**src/rtl/mipi_pkg.sv**
```systemverilog
// rtl/mipi_pkg.sv - shared constants, state encoding and helpers for the D-PHY byte aligner
package mipi_pkg;

  // HS sync byte that starts every high-speed burst on a data lane
  localparam logic [7:0] SYNC_BYTE = 8'hB8;

  // LP line states as {lp_p, lp_n}
  localparam logic [1:0] LP11 = 2'b11;  // stop
  localparam logic [1:0] LP01 = 2'b01;  // HS request
  localparam logic [1:0] LP00 = 2'b00;  // bridge
  localparam logic [1:0] LP10 = 2'b10;

  typedef enum logic [2:0] {
    IDLE    = 3'd0,
    STOP    = 3'd1,
    HS_REQ  = 3'd2,
    HUNT    = 3'd3,
    ALIGNED = 3'd4,
    WAIT_LP = 3'd5
  } state_e;

  // number of set bits in a byte, used as the Hamming distance of an xor
  function automatic logic [3:0] popcount8(input logic [7:0] v);
    logic [3:0] c;
    c = 4'd0;
    for (int i = 0; i < 8; i++) begin
      c = c + {3'b000, v[i]};
    end
    return c;
  endfunction

endpackage

```
**src/rtl/mipi_lp_sync.sv**
```systemverilog
// rtl/mipi_lp_sync.sv - two-flop synchroniser for the asynchronous LP receiver pair
module mipi_lp_sync (
  input  logic phy_clk,
  input  logic resetb,
  input  logic lp_p_i,
  input  logic lp_n_i,
  output logic lp_p_o,
  output logic lp_n_o
);

  logic [1:0] meta_q;
  logic [1:0] sync_q;

  // two-stage capture; resets to LP11 so the lane looks stopped out of reset
  always_ff @(posedge phy_clk) begin
    if (!resetb) begin
      meta_q <= 2'b11;
      sync_q <= 2'b11;
    end else begin
      meta_q <= {lp_p_i, lp_n_i};
      sync_q <= meta_q;
    end
  end

  assign lp_p_o = sync_q[1];
  assign lp_n_o = sync_q[0];

endmodule

```
**src/rtl/mipi_byte_aligner.sv**
```systemverilog
// rtl/mipi_byte_aligner.sv - D-PHY data-lane aligner: LP entry tracking, HS sync hunt, aligned byte output
module mipi_byte_aligner
  import mipi_pkg::*;
#(
  parameter int HUNT_TIMEOUT = 64,
  parameter int SYNC_ERR_TOL = 0
) (
  input  logic        phy_clk,
  input  logic        resetb,
  input  logic        enable_i,
  input  logic        md_polarity_i,
  input  logic [7:0]  raw_data_i,
  input  logic        lp_p_i,
  input  logic        lp_n_i,
  output logic [7:0]  data_o,
  output logic        we_o,
  output logic [2:0]  aligned_offset_o,
  output logic [31:0] sync_count_o,
  output logic [15:0] timeout_count_o
);

  localparam logic [15:0] HUNT_LAST = 16'(HUNT_TIMEOUT - 1);
  localparam logic [3:0]  SYNC_TOL  = 4'(SYNC_ERR_TOL);

  logic        lp_p_s;
  logic        lp_n_s;
  logic [1:0]  lp;

  logic [7:0]  word_d;
  logic [7:0]  prev_q;
  logic [15:0] win;

  logic        hit_d;
  logic [2:0]  hit_k_d;
  logic [7:0]  byte_d;
  logic [31:0] sync_cnt_d;
  logic [15:0] to_cnt_d;

  state_e      state_q;
  logic [15:0] hunt_cnt_q;
  logic [7:0]  data_q;
  logic        we_q;
  logic [2:0]  off_q;
  logic [31:0] sync_cnt_q;
  logic [15:0] to_cnt_q;

  mipi_lp_sync u_lp_sync (
    .phy_clk (phy_clk),
    .resetb  (resetb),
    .lp_p_i  (lp_p_i),
    .lp_n_i  (lp_n_i),
    .lp_p_o  (lp_p_s),
    .lp_n_o  (lp_n_s)
  );

  assign lp = {lp_p_s, lp_n_s};

  // lane polarity swap is undone before anything looks at the bits
  assign word_d = raw_data_i ^ {8{md_polarity_i}};

  // bit0 is earliest, so the older word sits in the low half of the window
  assign win    = {word_d, prev_q};
  assign byte_d = win[off_q +: 8];

  assign sync_cnt_d = sync_cnt_q + 32'd1;
  assign to_cnt_d   = (to_cnt_q == 16'hFFFF) ? to_cnt_q : to_cnt_q + 16'd1;

  // keep one word of history so a sync straddling a word boundary is visible
  always_ff @(posedge phy_clk) begin
    if (!resetb) begin
      prev_q <= 8'h00;
    end else begin
      prev_q <= word_d;
    end
  end

  // scan offsets high to low so the lowest matching offset is what remains
  always_comb begin
    hit_d   = 1'b0;
    hit_k_d = 3'd0;
    for (int k = 7; k >= 0; k--) begin
      if (popcount8(win[k +: 8] ^ SYNC_BYTE) <= SYNC_TOL) begin
        hit_d   = 1'b1;
        hit_k_d = 3'(k);
      end
    end
  end

  // lane state machine with registered byte output, we and counters
  always_ff @(posedge phy_clk) begin
    if (!resetb) begin
      state_q    <= IDLE;
      hunt_cnt_q <= 16'd0;
      data_q     <= 8'h00;
      we_q       <= 1'b0;
      off_q      <= 3'd0;
      sync_cnt_q <= 32'd0;
      to_cnt_q   <= 16'd0;
    end else if (!enable_i) begin
      // disabled lane drops to IDLE; data and counters keep their values
      state_q <= IDLE;
      we_q    <= 1'b0;
    end else begin
      we_q <= 1'b0;
      case (state_q)
        IDLE: begin
          if (lp == LP11) begin
            state_q <= STOP;
          end
        end
        STOP: begin
          if (lp == LP01) begin
            state_q <= HS_REQ;
          end else if (lp != LP11) begin
            state_q <= IDLE;
          end
        end
        HS_REQ: begin
          if (lp == LP00) begin
            state_q    <= HUNT;
            hunt_cnt_q <= 16'd0;
          end else if (lp == LP11) begin
            state_q <= STOP;
          end else if (lp == LP10) begin
            state_q <= IDLE;
          end
        end
        HUNT: begin
          // a stop during the hunt aborts quietly; it is not a timeout
          if (lp == LP11) begin
            state_q <= STOP;
          end else if (hit_d) begin
            off_q      <= hit_k_d;
            sync_cnt_q <= sync_cnt_d;
            state_q    <= ALIGNED;
          end else if (hunt_cnt_q == HUNT_LAST) begin
            to_cnt_q <= to_cnt_d;
            state_q  <= WAIT_LP;
          end else begin
            hunt_cnt_q <= hunt_cnt_q + 16'd1;
          end
        end
        ALIGNED: begin
          // end of burst: bytes still in the window are trailer garbage
          if (lp == LP11) begin
            state_q <= STOP;
          end else begin
            data_q <= byte_d;
            we_q   <= 1'b1;
          end
        end
        WAIT_LP: begin
          if (lp == LP11) begin
            state_q <= STOP;
          end
        end
        default: begin
          state_q <= IDLE;
        end
      endcase
    end
  end

  assign data_o           = data_q;
  assign we_o             = we_q;
  assign aligned_offset_o = off_q;
  assign sync_count_o     = sync_cnt_q;
  assign timeout_count_o  = to_cnt_q;

endmodule

```
**config.mk**
```make
export PLATFORM = sky130hd
export DESIGN_NAME = mipi_byte_aligner
export DESIGN_NICKNAME = d
export VERILOG_FILES = /design/src/rtl/mipi_pkg.sv /design/src/rtl/mipi_lp_sync.sv /design/src/rtl/mipi_byte_aligner.sv
export SDC_FILE = /design/constraint.sdc
export NUM_CORES = 1
export LEC_CHECK = 0
export CORE_ASPECT_RATIO = 0.6
export CORE_MARGIN = 2
export CORE_UTILIZATION = 55
export CTS_BUF_LIST = sky130_fd_sc_hd__clkbuf_4 sky130_fd_sc_hd__clkbuf_8
export CTS_CLUSTER_SIZE = 28
export DETAILED_ROUTE_END_ITERATION = 6
export DONT_BUFFER_PORTS = 1
export PLACE_DENSITY = 0.71
export SETUP_SLACK_MARGIN = 0.4
export SLEW_MARGIN = 20
export SYNTH_ARGS = -nofsm -noshare
export SYNTH_HDL_FRONTEND = slang
export SYNTH_SLANG_ARGS = --single-unit
```
**constraint.sdc**
```tcl
create_clock -name phy_clk -period 7.3 [get_ports phy_clk]
set_clock_uncertainty 0.15 [all_clocks]
set_input_delay 0.73 -clock phy_clk [delete_from_list [all_inputs] [get_ports phy_clk]]
set_output_delay 0.73 -clock phy_clk [all_outputs]
set_load 0.02 [all_outputs]
```
---- Word level (Yosys, flattened, before mapping) ----
Index checks and enable logic that the tools add are counted.
operators by class
  div/mod/pow operators ................... 0
  add/sub/neg operators ................... 59
  reduce and logical (&&, ||, !) cells .... 11
  bitwise logic cells ..................... 12
  magnitude comparators ................... 8
  muxes and demuxes ....................... 32
  shift operators ......................... 1
  $mul .................................... 0
  equal/unequal tests ..................... 19
operators with widths
  operator               number
  $add 4x1->4            32
  $mux 16                4
  $mux 3                 17
  $add 16x1->16 const B  2
  $add 3x1->4            8
  $add 32x1->32 const B  1
  $le 4x1->1 const B     8
  $not 4->4              8
  $pmux 16 s2            1
  $add 2x1->3            8
  $add 1x1->2            8
  $eq 16x16->1 const B   1
  $eq 16x6->1 const B    1
  $shiftx 16x4->8        1
  $pmux 3 s4             1
  $reduce_and 6->1       2
  $ne 2x2->1 const B     5
  $mux 1                 9
  $ne 4x4->1 const B     2
  $reduce_and 4->1       2
  $xor 8x8->8            1
  $eq 3x2->1 const B     2
  $eq 3x3->1 const B     2
  $reduce_and 3->1       2
  11 further kinds       14
storage, ports and cells
  flip-flop bits (word level) ............. 91
  memories kept ........................... 0
  memory bits (writable) .................. 0
  latch bits .............................. 0
  bits of input ports ..................... 14
  ROM bits ................................ 0
  word-level logic and storage cells ...... 152
  output and inout bits ................... 60

---- Logic depth before layout (Yosys ltp) ----
Gate-level depths: netlist of the first run.
  depth in word-level cells ............... 20
  gate-level depth with buffers ........... 19
  gate-level depth less buffers ........... 16

---- Cells and area by module ----
Synthesis of the first run repeated with hierarchy kept, for this count alone.
second synthesis, totals
  cell total of the unflattened synthesis .. 690
  area total of the unflattened synthesis .. 6,078.3 um^2
by module, submodules not included
  module             cells an instance  instances  area an instance (um^2)  seq. area each (um^2)
  mipi_byte_aligner  682                1          5,973.2                  1,741.7
  mipi_lp_sync       8                  1          105.1                    80.1

---- Worst setup path before layout of the first run ----
Ideal clock, no wire load.
  path type ............................... input port to flip-flop
  start point ............................. input port md_polarity_i
  end point ............................... register hunt_cnt_q[9]
  data arrival time ....................... 5,738 ps
  setup slack ............................. 1,341 ps
  buffers on the path ..................... 2
  stages on the path ...................... 16
  path through ............................ clkbuf_1 xor2_1 inv_1 fa_1 inv_1 fa_1 fa_1 ha_1 fa_1 nor4b_1 a31oi_1 nand4b_1 clkbuf_1 a211o_1 or4_1 a21oi_1
on the way
  elaborated cells on any way between the ends .. 53
  those cells by class .................... add/sub: 28; order compare: 7; eq/ne: 1; mux: 8; bitwise: 8; reduce/logical: 1
RTL lines
  what                                 RTL line                  text
  start: declaration                   mipi_byte_aligner.sv:11   input logic md_polarity_i,
  $xor 8x8->8 *                        mipi_byte_aligner.sv:59   assign word_d = raw_data_i ^ {8{md_polarity_i}};
  via word_d[1]                        mipi_byte_aligner.sv:29   logic [7:0] word_d;
  $add 2x1->3                          mipi_pkg.sv:27            c = c + {3'b000, v[i]};
  $add 3x1->4                          mipi_pkg.sv:27
  $add 4x1->4 (4 in a row)             mipi_pkg.sv:27
  $le 4x1->1                           mipi_byte_aligner.sv:82   if (popcount8(win[k +: 8] ^ SYNC_BYTE) <= SYNC_TOL) begin
  $mux 1 (5 in a row)                  mipi_byte_aligner.sv:82
  $mux 1 * (3 in a row)                mipi_byte_aligner.sv:82
  $ne 2x2->1 (no source line) *        -
  $reduce_and 6->1 (no source line) *  -
  end signal: assignment               mipi_byte_aligner.sv:140  hunt_cnt_q <= hunt_cnt_q + 16'd1;
  end: declaration                     mipi_byte_aligner.sv:40   logic [15:0] hunt_cnt_q;
The timed path passes the listed nets; every way through them passes the cells marked *.
A chain may end at the register's enable or synchronous reset.

---- Final worst setup path of the first run ----
  start point ............................. input port raw_data_i[0]
  end point ............................... register hunt_cnt_q[12]
on the way
  longest elaborated chain between the ends .. 19
  elaborated cells on any way between the ends .. 50
  those cells by class .................... add/sub: 28; order compare: 7; eq/ne: 1; mux: 8; bitwise: 5; reduce/logical: 1
RTL lines
  what                                 RTL line                 text
  start: declaration                   mipi_byte_aligner.sv:12  input logic [7:0] raw_data_i,
  $xor 8x8->8 *                        mipi_byte_aligner.sv:59
  $add 1x1->2                          mipi_pkg.sv:27
  $add 2x1->3                          mipi_pkg.sv:27
  $add 3x1->4                          mipi_pkg.sv:27
  $add 4x1->4 (4 in a row)             mipi_pkg.sv:27
  $le 4x1->1                           mipi_byte_aligner.sv:82
  $mux 1 (6 in a row)                  mipi_byte_aligner.sv:82
  $mux 1 * (2 in a row)                mipi_byte_aligner.sv:82
  $ne 2x2->1 (no source line) *        -
  $reduce_and 6->1 (no source line) *  -
Every way passes the cells marked *; elsewhere a longest branch is shown, timed or not.

==> results of run 1 <==
-- cell usage after synthesis (2+ instances only) --
cell type / number / area (um2)
ha_1: 31 / 388
o211ai_1: 10 / 75.1
dfxtp_1: 91 / 1820
mux4_2: 7 / 158
and4_1: 8 / 70.1
a21oi_1: 55 / 275
a21o_1: 5 / 37.5
nand2_1: 47 / 176
or4b_1: 2 / 20.0
o31ai_1: 16 / 120
inv_1: 62 / 233
o2111ai_1: 7 / 61.3
nor4_1: 6 / 37.5
nor4b_1: 4 / 35.0
a2111oi_2: 2 / 30.0
nand3_1: 23 / 115
nand4b_1: 2 / 17.5
or3_1: 19 / 119
nor2_1: 44 / 165
and3_1: 9 / 56.3
nor4bb_1: 10 / 100
a31oi_1: 8 / 50.1
nand4_1: 9 / 56.3
xnor2_1: 12 / 105
nor3_1: 3 / 15.0
or4_1: 16 / 120
and2_1: 7 / 43.8
buf_1: 3 / 11.3
fa_1: 32 / 641
or2_2: 3 / 18.8
nor2b_1: 3 / 18.8
a31o_2: 4 / 35.0
nand2b_1: 10 / 62.6
mux2i_1: 11 / 110
xor2_1: 14 / 123
o21ai_0: 26 / 130
clkbuf_1: 23 / 86.3
a211oi_1: 7 / 52.6
-- per-layer routing --
layer | global-route usage, % | routed length (um) | vias to the layer above
li1 | - | - | 2412
met1 | 35.5 | 6720 | 2364
met2 | 35.9 | 5850 | 146
met3 | 7.70 | 989 | 15
met4 | 5.88 | 147 | 0
met5 | 0 | 0 | -
-- power groups by stage --
stage	clock, mW	sequential (mW)	combinational (mW)
global placement	0	0.523	0.546
floorplan	0	0.519	0.444
CTS	0.345	0.512	0.588
global route	0.365	0.514	0.677
detailed placement	0	0.524	0.586
finish	0.336	0.513	0.591
-- worst max-delay path: stages --
cell and delay [ns]:
xor2_1 0.72, fa_1 0.53, inv_1 0.08, fa_1 0.44
fa_1 0.50, inv_1 0.04, ha_1 0.19, inv_1 0.07
fa_1 0.41, nor4bb_1 0.16, a21oi_1 0.26, nand4_1 0.42
a2111oi_2 0.83, or4b_1 0.49, nand2_1 0.08
-- metrics by stage --
stage / power [mW] / hold slack (ns) / setup WS, ns / utilization, %
floorplan: 0.964 / 0.236 / 1.34 / -
global placement: 1.07 / 0.239 / 1.21 / 57.5
detailed placement: 1.11 / 0.247 / 1.14 / 57.5
CTS: 1.44 / 0.267 / 1.51 / 59.3
global route: 1.56 / 0.274 / 1.06 / 59.3
finish: 1.44 / 0.261 / 1.49 / 59.3
-- layout make-up --
type	instances	share of cell area, %
clock buffers	12	2.53
clock inverters	4	0.537
inverters	63	3.78
multi-input cells	489	60.7
flip-flops and latches	91	29.0
well taps	139	2.77
repair buffers	6	0.717
-- sequential cells by signal (all words and copies together), names as in the netlist --
| register | cells |
|---|---|
| sync_count_o | 32 |
| prev_q | 8 |
| data_o | 8 |
| timeout_count_o | 16 |
| aligned_offset_o | 3 |
| u_lp_sync.meta_q | 2 |
| state_q | 3 |
| we_o | 1 |
| hunt_cnt_q | 16 |
| u_lp_sync.sync_q | 2 |
-- cell usage in the layout, fill, tap and decap left out, types with 12 or more instances in the layout --
master | Yosys | layout
xor2_1 | 14 | 14
o31ai_1 | 16 | 16
dfxtp_1 | 91 | 91
xnor2_1 | 12 | 12
o21ai_0 | 26 | 26
or3_1 | 19 | 19
nand3_1 | 23 | 23
a21oi_1 | 55 | 55
or4_1 | 16 | 16
ha_1 | 31 | 31
inv_1 | 62 | 62
nand2_1 | 47 | 47
nor2_1 | 44 | 44
fa_1 | 32 | 32
-- path summary, 6_finish.rpt --
path,from,end,slack (ns),depth (start not counted)
worst min-delay path,u_lp_sync.meta_q[0]$_SDFF_PN1_,u_lp_sync.sync_q[0]$_SDFF_PN1_,0.26,1
worst min register to register,u_lp_sync.meta_q[0]$_SDFF_PN1_,u_lp_sync.sync_q[0]$_SDFF_PN1_,0.26,1
worst max-delay path,raw_data_i[0],hunt_cnt_q[12]$_SDFFE_PN0P_,1.49,15
worst max register to register,prev_q[6]$_SDFF_PN0_,hunt_cnt_q[12]$_SDFFE_PN0P_,1.79,14
-- cell families (layout without fill, tap and decap cells) --
group | after synthesis | after routing
AOI/OAI and AO/OA | 150 | 150
adders and majority gates | 63 | 63
and+or+nand+nor | 231 | 231
xor gates and xnor gates | 26 | 26
muxes | 19 | 19
buffers and inverters | 90 | 85
DFF | 91 | 91
==> results.md, run 1 <==
* Status: finished clean
* Top_reg_cell synth: dfxtp_1
* Vias in the first global route at 4722
* Clock transition at the registers of the reported paths at 0.09 ns
* Worst setup path class: in -> reg
* Crit share post-route at 79.6%
* Slew margin rel. at 37.6%
* Comb power frac at 41.1%
* FF+latch count, synth at 91
* Fillers at 923
* DR WL/cell at 17.0 um
* Int Power at 874 uW
* Crit path launch type: input pin
* Worst Tran Pin Value at 0.935 ns
* Synth Cell Area at 0.00598 mm2
* Hold Fails Final Rpt at 0
* Maximum clock frequency at 0.172 GHz
* Largest family of logic cells by synthesized area: simple AND/OR/NAND/NOR gates
* Complex-gate fraction of the synthesized area at 16.0%
* Longest Clk Path Bufs at 2
* Proportion of synthesized area in mux cells at 4.66%
* Seq/Total Area, Yosys at 30.5%
* Die Area at 0.0118 mm2
* Design area at 0.00629 mm2
* CTS H-tree depth at 3
* HPWL after detailed placement at 10.4 mm
* First-pass GRT wire length at 23.6 mm
* Die width at 139 um
* Area of the multi-input gates at 0.00381 mm2
* Tmin final at 5.81 ns
* Worst-Skew Late Latency at 0.36 ns
* Num rows at 29
* Core ar. at 0.0106 mm2
* Synth Area per Inst at 8.93 um2
* Share of cells above drive strength 1 at 6.77%
* Die H at 84.8 um
* Fin Setup TNS at 0 ns
* PortBufs at 0
* Ant diodes at 0
* Mapped Nets at 747
* Pre-antenna DRT Iters at 4
* Slew Limit Fails at 0
* Post-route ant nets at 0
* Non-Filler Instances at 804
* Initial Util at 56.5%
* Area after DPL at 0.00609 mm2
* TritonCTS clock tree: yes
* Max-Cap Viols at 0
* Fin nets at 737
* Ys async rst share at 0%
* Pin count of the biggest net entering global routing at 65
* Post-CTS Setup Inserts at 0
* Simple-Gate Fraction of Synth Area at 22.1%
* Gpl congestion at 0.839
* Gr usage total at 24.5%
* Via Count at 4937
* Clock buffer count from CTS at 9
* Total wire length at 13.7 mm
* Adder-cell area share of the yosys netlist at 17.2%
* CTS root buffer: clkbuf_8
* Via density at 6.14
* Seq pwr share at 35.6%
* Final setup fails at 0
* Post-synthesis xor/xnor area fraction at 3.81%
* RSZ-0062 raised after global routing: false
* # hold bufs at CTS at 0
* Clk sinks at 91
* Cell variety after synth at 57
* Type of the tightest min-delay check: reg -> reg
* Required time of the critical path at 7.46 ns
* Leakage power at 2.28 nW
* Max IR drop VDD at 143 uV
* Post-synthesis instance total at 670
* Initial antenna violation count at 0
* CP Capture Type: register
* Sw frac at 39.3%
* Register area at 0.00182 mm2
* EDFF count, synth at 0
* Clock network power share at 23.3%
* Iter 0 DRT Violations at 273
* Area growth syn-to-layout at 5.08%
* DRC errors left at 0
* Placed cells at 788
* Top Ports at 74
* Worst EP arrival at 5.98 ns
* Post-CTS resize count at 0
* Pwr dens at 229 mW/mm2
* NetSw at 565 uW
* Remaining global-route overflow at 0
* Crit-path max FO at 8
* Synthesis Warnings at 0
Note: power is estimated with default switching activity, not from simulation.
==> inputs of run 2 (changes only) <==
- clock period: 7.3 -> 5.9 ns (I/O delays scaled with it)
==> run 2 against run 1 <==
Setup slack lost 0.76 ns. Critical path type is now reg -> reg. Total power grew 27%. Critical endpoint is now timeout_count_o[15]$_SDFFE_PN0P_. Clock power grew 24%. Hold slack lost 0.12 ns.
==> results.md, run 2 (same netlist as run 1, synthesis figures left out) <==
* Fillers at 901 (-2.4%)
* Ant diodes at 0 (unchanged)
* Most frequent cells in the layout: dfxtp_1, inv_1, a21oi_1
* NetSw at 748 uW (+32%)
* Pin count of the biggest net entering global routing at 65 (unchanged)
* Clock network power share at 22.7% (-0.6 points)
* Hold Fails Final Rpt at 0 (unchanged)
* HPWL after detailed placement at 10.9 mm (+5.2%)
* Iter 0 DRT Violations at 329 (+21%)
* Tmin final at 5.17 ns
* Slew margin rel. at 35.6% (-2.0 points)
* Longest Clk Path Bufs at 2 (unchanged)
* Crit-path max FO at 24 (+16)
* Share of cells above drive strength 1 at 8.51% (+1.7 points)
* Via density at 6.23 (+1.4%)
* CP Cell Sequence: inv_1 -> fa_1 -> fa_1 -> inv_1 -> fa_1 -> ha_1 -> inv_1 -> fa_1 -> nor4b_1 -> a31oi_1 -> nand4_1 -> buf_4 -> or3_4 -> or4_1 -> a21oi_1
* Type of the tightest min-delay check: in -> reg
* Vias in the first global route at 4750 (+0.59%)
* Leading cell type in the layout, fill and taps excluded: dfxtp_1
* Fin nets at 742 (+0.68%)
* DR WL/cell at 17.9 um (+5.1%)
* Finished Core Util at 60.4% (+1.1 points)
* PortBufs at 0 (unchanged)
* Crit path max-delay cell type: or3_4
* CP Capture Type: register
* Post-CTS Setup Inserts at 0 (unchanged)
* Non-Filler Instances at 809 (+0.62%)
* Clk sinks at 91 (unchanged)
* Fin Setup TNS at 0 ns (unchanged)
* Slew Limit Fails at 0 (unchanged)
* Comb power frac at 42.8% (+1.7 points)
* Max reg flops at 32 (unchanged)
* Worst-Skew Late Latency at 0.38 ns (+0.02 ns)
* Initial Util at 56.5% (unchanged)
* DRC errors left at 0 (unchanged)
* M3 GR Usage at 7.30% (-0.40 points)
* Gr busiest metal: met2
* Remaining global-route overflow at 0 (unchanged)
* Initial antenna violation count at 0 (unchanged)
* Worst EP arrival at 5.30 ns (-0.68 ns)
* Buf+Inv Stages, Crit Path at 4 (+1)
* Slowest stage delay, CP at 0.52 ns (-0.31 ns)
* Seq pwr share at 34.5% (-1.1 points)
* Area growth syn-to-layout at 7.01%
* First-pass GRT wire length at 23.7 mm (+0.70%)
* RSZ-0062 raised after global routing: false
* Num rows at 29 (unchanged)
* Worst Tran Pin Value at 0.964 ns (+0.0297 ns)
* Max-Cap Viols at 0 (unchanged)
* Maximum clock frequency at 0.193 GHz
* Final setup fails at 0 (unchanged)
* # hold bufs at CTS at 0 (unchanged)
* CTS H-tree depth at 3 (unchanged)
* Via Count at 5038 (+2.0%)
* Die width at 139 um (unchanged)
* Crit share post-route at 87.7%
* Max IR drop VDD at 292 uV (+100%)
* Sw frac at 40.8% (+1.5 points)
* Total wire length at 14.5 mm (+5.8%)
* Crit path top cell by count: fa_1
* Crit path launch type: register
* Status: finished clean
* Area of the multi-input gates at 0.00389 mm2 (+1.9%)
* Routing usage on met2 at 37.2% (+1.4 points)
* Worst setup path class: reg -> reg
* Clock buffer count from CTS at 9 (unchanged)
* Placed cells at 792 (+0.51%)
* Grt met1 use at 35.8% (+0.34 points)
* Gr usage total at 25.0% (+0.52 points)
* Leakage power at 2.33 nW (+1.8%)
* Gpl congestion at 0.878 (+4.7%)
* Post-route ant nets at 0 (unchanged)
* Pre-antenna DRT Iters at 5 (+1)
* Post-CTS resize count at 0 (unchanged)
* Core ar. at 0.0106 mm2 (unchanged)
* CTS root buffer: clkbuf_8
* Int Power at 1.09 mW (+24%)
* TritonCTS clock tree: yes
* Required time of the critical path at 6.03 ns (-1.43 ns)
* Family with the most delay on the worst path: adder cells
* Die H at 84.8 um (unchanged)
* Pwr dens at 287 mW/mm2 (+25%)
* Register area at 0.00182 mm2 (+0.14%)
* Top Ports at 74 (unchanged)
* Die Area at 0.0118 mm2 (unchanged)
* Clock transition at the registers of the reported paths at 0.10 ns (about the same)
-- run 2: per-stage QoR --
stage	power, mW	hold slack [ns]	worst slack, ns	instance area (um2)
after floorplan	1.20	0.236	0.492	6050
after global placement	1.36	0.248	0.501	6190
after detailed placement	1.42	0.249	0.311	6190
after CTS	1.83	0.124	0.506	6380
after global routing	1.97	0.124	0.460	6400
final	1.83	0.137	0.728	6400
-- run 2: area by class of cell --
cell class	instances	area share [%]
Multi-Input combinational cell	489	60.7
Sequential cell	91	28.5
Inverter	63	3.71
Tap cell	139	2.72
Clock buffer	9	1.94
Timing Repair Buffer	11	1.49
Clock inverter	7	0.919
-- run 2: layer usage --
| metal | vias to the layer above | share of wire [%] |
|---|---|---|
| li1 | 2412 | - |
| met1 | 2437 | 47 |
| met2 | 169 | 43 |
| met5 | - | 0 |
| met4 | 0 | 1.3 |
| met3 | 20 | 8.2 |
-- run 2: power groups by stage --
stage	Sequential (mW)	Clock, mW	Combinational, mW
final	0.632	0.417	0.785
after global routing	0.634	0.446	0.886
after CTS	0.632	0.424	0.777
after detailed placement	0.646	0	0.769
after global placement	0.645	0	0.712
after floorplan	0.643	0	0.554
-- run 2: path summary, 6_finish.rpt --
path                                  startpoint                               end  slack, ns  depth (start not counted)
hold / removal                            resetb    u_lp_sync.sync_q[0]$_SDFF_PN1_       0.14                          1
hold reg to reg   u_lp_sync.meta_q[1]$_SDFF_PN1_    u_lp_sync.sync_q[1]$_SDFF_PN1_       0.28                          1
setup reg to reg            prev_q[6]$_SDFF_PN0_  timeout_count_o[15]$_SDFFE_PN0P_       0.73                         15
setup / recovery            prev_q[6]$_SDFF_PN0_  timeout_count_o[15]$_SDFFE_PN0P_       0.73                         15
-- run 2: worst reg2reg max path, cell delays in order, from the launching register on --
cell	delay [ns]
dfxtp_2	0.48
inv_1	0.21
fa_1	0.51
fa_1	0.49
inv_1	0.05
fa_1	0.47
ha_1	0.16
inv_1	0.06
fa_1	0.46
nor4b_1	0.17
a31oi_1	0.29
nand4_1	0.14
buf_4	0.25
or3_4	0.53
or4_1	0.50
a21oi_1	0.16
